**src/rtl/serial_adder_if.sv**
```systemverilog
// serial_adder handshake/operand bundle.
// Master drives the request, slave returns status and result.
interface serial_adder_if #(
  parameter int WIDTH = 8
);
  logic             Start;
  logic [WIDTH-1:0] A;
  logic [WIDTH-1:0] B;
  logic             Ci;
  logic             Sub;
  logic             Busy;
  logic             Done;
  logic [WIDTH-1:0] S;
  logic             Co;
  logic             Ovf;

  modport master (
    output Start, A, B, Ci, Sub,
    input  Busy, Done, S, Co, Ovf
  );

  modport slave (
    input  Start, A, B, Ci, Sub,
    output Busy, Done, S, Co, Ovf
  );
endinterface

```
**src/rtl/serial_adder.sv**
```systemverilog
// Digit-serial adder/subtractor: DIGIT bits per clock,
// registered carry between digits, LSB digit first.
module serial_adder #(
  parameter int WIDTH = 8,
  parameter int DIGIT = 1
) (
  input  logic           Clk,
  input  logic           Rst_n,
  serial_adder_if.slave  bus
);

  localparam int N  = WIDTH / DIGIT;
  localparam int CW = (N > 1) ? $clog2(N) : 1;

  if (DIGIT < 1 || (WIDTH % DIGIT) != 0) begin : g_bad_digit
    $error("serial_adder: DIGIT must divide WIDTH");
  end
  if (WIDTH < 2) begin : g_bad_width
    $error("serial_adder: WIDTH must be >= 2");
  end

  typedef enum logic {IDLE, RUN} state_t;

  state_t r_state;
  state_t w_state_nx;

  logic [WIDTH-1:0] r_a;
  logic [WIDTH-1:0] r_b;
  logic [WIDTH-1:0] r_res;
  logic [WIDTH-1:0] r_s;
  logic             r_c;
  logic             r_co;
  logic             r_ovf;
  logic             r_done;
  logic [CW-1:0]    r_cnt;

  logic [DIGIT-1:0]       w_sum;
  logic                   w_cout;
  logic                   w_cin_top;
  logic [WIDTH+DIGIT-1:0] w_cat;
  logic [WIDTH-1:0]       w_res_nx;
  logic                   w_last;
  logic                   w_load;
  logic                   w_fin;
  logic                   w_busy;

  // Ripple chain across one digit; w_cin_top is the carry
  // into the digit's top bit, which is the MSB on the last digit.
  always_comb begin
    logic v_c;
    v_c       = r_c;
    w_sum     = '0;
    w_cin_top = 1'b0;
    for (int i = 0; i < DIGIT; i++) begin
      w_cin_top = v_c;
      w_sum[i]  = r_a[i] ^ r_b[i] ^ v_c;
      v_c       = (r_a[i] & r_b[i]) | (v_c & (r_a[i] ^ r_b[i]));
    end
    w_cout = v_c;
  end

  assign w_cat    = {w_sum, r_res};
  assign w_res_nx = w_cat[WIDTH+DIGIT-1:DIGIT];
  assign w_last   = (r_cnt == CW'(N - 1));

  always_ff @(posedge Clk or negedge Rst_n) begin
    if (!Rst_n) r_state <= IDLE;
    else        r_state <= w_state_nx;
  end

  always_comb begin
    w_state_nx = r_state;
    w_load     = 1'b0;
    w_fin      = 1'b0;
    w_busy     = 1'b0;
    unique case (r_state)
      IDLE: begin
        if (bus.Start) begin
          w_load     = 1'b1;
          w_state_nx = RUN;
        end
      end
      RUN: begin
        w_busy = 1'b1;
        if (w_last) begin
          w_fin = 1'b1;
          if (bus.Start) w_load     = 1'b1;
          else           w_state_nx = IDLE;
        end
      end
    endcase
  end

  always_ff @(posedge Clk or negedge Rst_n) begin
    if (!Rst_n) begin
      r_a    <= '0;
      r_b    <= '0;
      r_res  <= '0;
      r_c    <= 1'b0;
      r_cnt  <= '0;
      r_s    <= '0;
      r_co   <= 1'b0;
      r_ovf  <= 1'b0;
      r_done <= 1'b0;
    end else begin
      r_done <= w_fin;
      if (w_load) begin
        r_a   <= bus.A;
        r_b   <= bus.Sub ? ~bus.B : bus.B;
        r_c   <= bus.Ci ^ bus.Sub;
        r_res <= '0;
        r_cnt <= '0;
      end else if (w_busy) begin
        r_a   <= r_a >> DIGIT;
        r_b   <= r_b >> DIGIT;
        r_c   <= w_cout;
        r_res <= w_res_nx;
        r_cnt <= r_cnt + CW'(1);
      end
      if (w_fin) begin
        r_s   <= w_res_nx;
        r_co  <= w_cout;
        r_ovf <= w_cin_top ^ w_cout;
      end
    end
  end

  assign bus.Busy = w_busy;
  assign bus.Done = r_done;
  assign bus.S    = r_s;
  assign bus.Co   = r_co;
  assign bus.Ovf  = r_ovf;

endmodule
```
**src/flat_wrapper.sv**
```systemverilog
// flat-port wrapper written by rule: the top's interface ports become plain ports
module serial_adder_flat 
#(
  parameter int WIDTH = 8,
  parameter int DIGIT = 1
)
  (Clk, Rst_n, bus_Start, bus_A, bus_B, bus_Ci, bus_Sub, bus_Busy, bus_Done, bus_S, bus_Co, bus_Ovf);
  serial_adder_if #(.WIDTH(WIDTH)) bus_i ();
  input  logic Clk;
  input  logic Rst_n;
  input wire logic [$bits(bus_i.Start)-1:0] bus_Start;
  input wire logic [$bits(bus_i.A)-1:0] bus_A;
  input wire logic [$bits(bus_i.B)-1:0] bus_B;
  input wire logic [$bits(bus_i.Ci)-1:0] bus_Ci;
  input wire logic [$bits(bus_i.Sub)-1:0] bus_Sub;
  output wire logic [$bits(bus_i.Busy)-1:0] bus_Busy;
  output wire logic [$bits(bus_i.Done)-1:0] bus_Done;
  output wire logic [$bits(bus_i.S)-1:0] bus_S;
  output wire logic [$bits(bus_i.Co)-1:0] bus_Co;
  output wire logic [$bits(bus_i.Ovf)-1:0] bus_Ovf;
  assign bus_i.Start = bus_Start;
  assign bus_i.A = bus_A;
  assign bus_i.B = bus_B;
  assign bus_i.Ci = bus_Ci;
  assign bus_i.Sub = bus_Sub;
  assign bus_Busy = bus_i.Busy;
  assign bus_Done = bus_i.Done;
  assign bus_S = bus_i.S;
  assign bus_Co = bus_i.Co;
  assign bus_Ovf = bus_i.Ovf;
  serial_adder #(.WIDTH(WIDTH), .DIGIT(DIGIT)) u_core (.Clk(Clk), .Rst_n(Rst_n), .bus(bus_i));
endmodule
```
**config.mk**
```make
export PLATFORM = sky130hd
export DESIGN_NAME = serial_adder_flat
export DESIGN_NICKNAME = d
export VERILOG_FILES = /design/src/rtl/serial_adder_if.sv /design/src/rtl/serial_adder.sv /design/src/flat_wrapper.sv
export SDC_FILE = /design/constraint.sdc
export NUM_CORES = 1
export LEC_CHECK = 0
export BUFFER_PORTS_ARGS = -buffer_cell sky130_fd_sc_hd__clkbuf_2
export CAP_MARGIN = 20
export CORE_ASPECT_RATIO = 0.6
export CORE_MARGIN = 1.5
export CORE_UTILIZATION = 30
export DETAILED_ROUTE_END_ITERATION = 8
export GPL_ROUTABILITY_DRIVEN = 0
export HOLD_SLACK_MARGIN = 0.08
export PLACE_DENSITY = 0.45
export RECOVER_POWER = 25
export REMOVE_ABC_BUFFERS = 1
export SKIP_CTS_REPAIR_TIMING = 1
export SYNTH_ARGS = -nofsm -noshare
export SYNTH_HDL_FRONTEND = slang
export SYNTH_SLANG_ARGS = --single-unit
```
**constraint.sdc**
```tcl
create_clock -name Clk -period 2.2 [get_ports Clk]
set_clock_uncertainty 0.05 [all_clocks]
set_input_delay 0.33 -clock Clk [delete_from_list [all_inputs] [get_ports Clk]]
set_output_delay 0.33 -clock Clk [all_outputs]
set_load 0.01 [all_outputs]
```
==> parameters.txt <==
Parameter                              Value

Yosys
  Library cell occupying the most area in the post-synthesis netlist    sky130_fd_sc_hd__dfrtp_1
  Post-synthesis cell type count    26
  Part of the Yosys area used for sequential elements    0.5428
  Number of storage elements in the synthesis netlist    39
  Top cell type's share of synthesized area    0.5428
  Synthesized area per cell    11.24 um^2
  Cell count after synthesis    160
  Count of yosys warnings during synthesis    0
  Largest cells by area after synthesis    sky130_fd_sc_hd__dfrtp_1, sky130_fd_sc_hd__nand2_1, sky130_fd_sc_hd__mux2_1, sky130_fd_sc_hd__xnor2_1, sky130_fd_sc_hd__a21oi_2
  Cell area after synthesis    1798 um^2

Global route
  Antenna violations before repair    0
  Pin count of the biggest net entering global routing    26
  Global-route wire length before repair    5851 um
  Number of global-route vias before repair    1184
  Grt total ovfl    0
  GRT Resource Usage Total    0.1198

Critical path
  CP most frequent cell    sky130_fd_sc_hd__ha_1
  Critical Path Sink Type    flop
  CP max FO    14
  Flop2flop setup slack    480 ps
  Critical register-to-register path endpoint    u_core.r_a[7]$_DFFE_PN0P_
  Buffers & Inverters on Critical Path    0
  Reg2reg start    u_core.r_cnt[0]$_DFFE_PN0P_
  Number of cells on the worst reg-to-reg path    5
  Worst path slowest cell    sky130_fd_sc_hd__dfrtp_1
  Kind of start point of the critical path    flop
  Critical path's top delay family    simple AND/OR/NAND/NOR gates
  Critical path data arrival time    1850 ps
  Data required time of the worst path    2330 ps
  Worst setup path class    flop to flop
  Cells along the critical path    ha_1 -> ha_1 -> nand2b_4 -> and2_4 -> a22o_1
  CP Launch Point    u_core.r_cnt[0]$_DFFE_PN0P_
  Crit-path max cell delay    400 ps

Finish
  Count of filler cells inserted in the layout    577
  Fraction of layout cells with a size suffix above 1    0.2969
  Post-synthesis to final-layout area growth    16.84%
  Number of nets in the layout    216
  Diodes inserted    0

STA
  Headroom to the max-slew limit    0.5888
  FMAX    0.5811 GHz
  Setup TNS Final    0 ps
  Final clock period utilization by the worst path    0.7823
  Setup-violating endpoint count in the final report    0
  Final-report hold violation count    0
  Unrepaired setup endpoints after global routing    false
  Worst Tran Pin Value    616.8 ps
  Final number of max-transition violations    0
  Crit path time final    1721 ps

Pwr
  Switching share of power    0.3522
  Portion of total power attributed to the clock network    0.188
  Power density cells    1216 nW/um^2
  Switch Pwr    899.7 uW
  Sequential group share of total power    0.465
  Total Power    2555 uW
  Comb pwr share    0.347
  Internal power    1655 uW
  Peak supply drop    0.2849 mV
  Static Leak    0.0009970 uW

Clocking
  Clock-pin slew of the registers on the worst-case setup and hold paths    70 ps
  Clock Sinks    39
  Clock buffer count from CTS    5
  H-Tree Depth    2
  Maximum clock insertion buffer count    2
  CTS tree    done
  Root buffer cell    sky130_fd_sc_hd__clkbuf_8
  Clock insertion delay at the later pin of the skew report    290 ps

Floorplan
  Top Ports    33
  Die Wd    102.9 um
  Starting density of the core    0.3168
  DIE AREA    6482 um^2
  Die Ht    62.97 um
  Core Area    5675 um^2
  Rows    21

Worst hold path
  Worst Hold Path EP    u_core.r_a[1]$_DFFE_PN0P_
  Hold Startpoint    bus_A[1]
  Cell count of the worst hold path    3
  Path class of the lowest-slack min-delay path    primary input to flop

Routing
  DR DRC count    0
  Wirelength, routed    3569 um
  Count of antenna-violating nets left after detailed routing    0
  Detailed router's first-iteration violation count    59
  Routed len/inst    13.12 um
  Detailed-route vias per instance    4.603
  Total via count in the routed design    1252
  Total iterations of the first detailed-routing run    4

Placement
  Input/output buffers    32
  HPWL after DPL    2603 um

Run
  MaxCap Viol Count    0

Status
  Run status    finished clean
## state kept, by name (all words and copies together) (netlist names)
register         flops
u_core.bus.Co        1
u_core.bus.S         8
u_core.bus.Done      1
u_core.r_a           8
u_core.r_c           1
u_core.r_res         7
u_core.r_state       1
u_core.r_cnt         3
u_core.bus.Ovf       1
u_core.r_b           8
## kinds of logic after synthesis
kind of cell | share of synthesized area
AO/OA/AOI/OAI | 0.1343
multiplexers | 0.07516
AND/OR/NAND/NOR | 0.1239
buffers and inverters | 0.04522
XOR/XNOR | 0.05358
adder cells (fa/ha/maj) | 0.02505
flip-flops | 0.5428
## worst reg2reg max path, delay by kind of cell, from the launching register on
| family | cells | cell delay (ps) |
|---|---|---|
| adders and majority gates | 2 | 420 |
| AOI/OAI and AO/OA | 1 | 240 |
| and+or+nand+nor | 2 | 500 |
| DFF | 1 | 400 |
## through the flow
step / instance area (um^2) / hold WS, ps / setup slack, ps / cells / utilization
floorplan: 1720 / -15.59 / 588.2 / 149 / -
global placement: 2003 / 322.2 / 502.7 / 264 / 0.3530
detailed placement: 2003 / 333.1 / 470.9 / 264 / 0.3530
CTS: 2091 / 14.97 / 461.0 / 271 / 0.3684
global route: 2101 / 228.0 / 392.1 / 272 / 0.3702
finish: 2101 / 233.9 / 479.0 / 272 / 0.3702
## power by group through the flow
stage | Combinational (uW) | Sequential, uW | Clock [uW]
CTS | 909 | 1190 | 502
detailed placement | 910 | 1200 | 0
floorplan | 598 | 1190 | 0
global route | 1010 | 1230 | 533
finish | 886 | 1190 | 481
global placement | 884 | 1190 | 0
## metal layers
| metal | share of wire | track usage |
|---|---|---|
| met1 | 0.50 | 0.1787 |
| met2 | 0.43 | 0.1587 |
| met3 | 0.052 | 0.03803 |
| met4 | 0.013 | 0.04561 |
| met5 | 0 | 0 |
## final cells by class
cell class | instances | area (um^2) | share of cell area
flip-flops and latches | 39 | 975.9 | 0.4646
well taps | 80 | 100.1 | 0.04765
multi-input cells | 109 | 740.7 | 0.3526
clock buffers | 6 | 82.58 | 0.03931
clock inverters | 1 | 5.005 | 0.002382
repair buffers | 36 | 192.7 | 0.09172
inverters | 1 | 3.754 | 0.001787
## synthesized netlist by cell type, drive strengths merged
cell type	count
o21ai	2
ha	2
nor2	2
a21boi	1
a22o	1
clkbuf	2
a32oi	7
inv	1
and2	1
buf	9
nand2b	2
o211ai	5
o22ai	3
xnor2	11
nand2	46
mux2	12
fa	1
or2	1
a21oi	12
dfrtp	39
## worst max path at each step
stage | endpoint | slack, ps | cells after the start
6_report | u_core.r_a[7]$_DFFE_PN0P_ | 480 | 5
5_1_grt | u_core.r_b[2]$_DFFE_PN0P_ | 390 | 5
4_1_cts | u_core.r_a[7]$_DFFE_PN0P_ | 460 | 5
3_5_place_dp | u_core.r_a[7]$_DFFE_PN0P_ | 470 | 5
3_3_place_gp | u_core.r_a[7]$_DFFE_PN0P_ | 500 | 5
2_1_floorplan | u_core.r_a[7]$_DFFE_PN0P_ | 590 | 5
## layout by cell type (no fill, tap or decap)
cell type and n:
sky130_fd_sc_hd__a21boi_2 1, sky130_fd_sc_hd__a21oi_1 3, sky130_fd_sc_hd__a21oi_2 9, sky130_fd_sc_hd__a22o_1 1, sky130_fd_sc_hd__a32oi_1 7, sky130_fd_sc_hd__and2_4 1, sky130_fd_sc_hd__buf_4 3, sky130_fd_sc_hd__clkbuf_2 32
sky130_fd_sc_hd__clkbuf_8 6, sky130_fd_sc_hd__clkinv_2 1, sky130_fd_sc_hd__dfrtp_1 39, sky130_fd_sc_hd__dlygate4sd3_1 1, sky130_fd_sc_hd__fa_1 1, sky130_fd_sc_hd__ha_1 2, sky130_fd_sc_hd__inv_1 1, sky130_fd_sc_hd__mux2_1 12
sky130_fd_sc_hd__nand2_1 45, sky130_fd_sc_hd__nand2_2 1, sky130_fd_sc_hd__nand2b_1 1, sky130_fd_sc_hd__nand2b_4 1, sky130_fd_sc_hd__nor2_2 2, sky130_fd_sc_hd__o211ai_1 5, sky130_fd_sc_hd__o21ai_1 2, sky130_fd_sc_hd__o22ai_1 3
sky130_fd_sc_hd__or2_1 1, sky130_fd_sc_hd__xnor2_1 11
(Power assumes the default switching activity.)
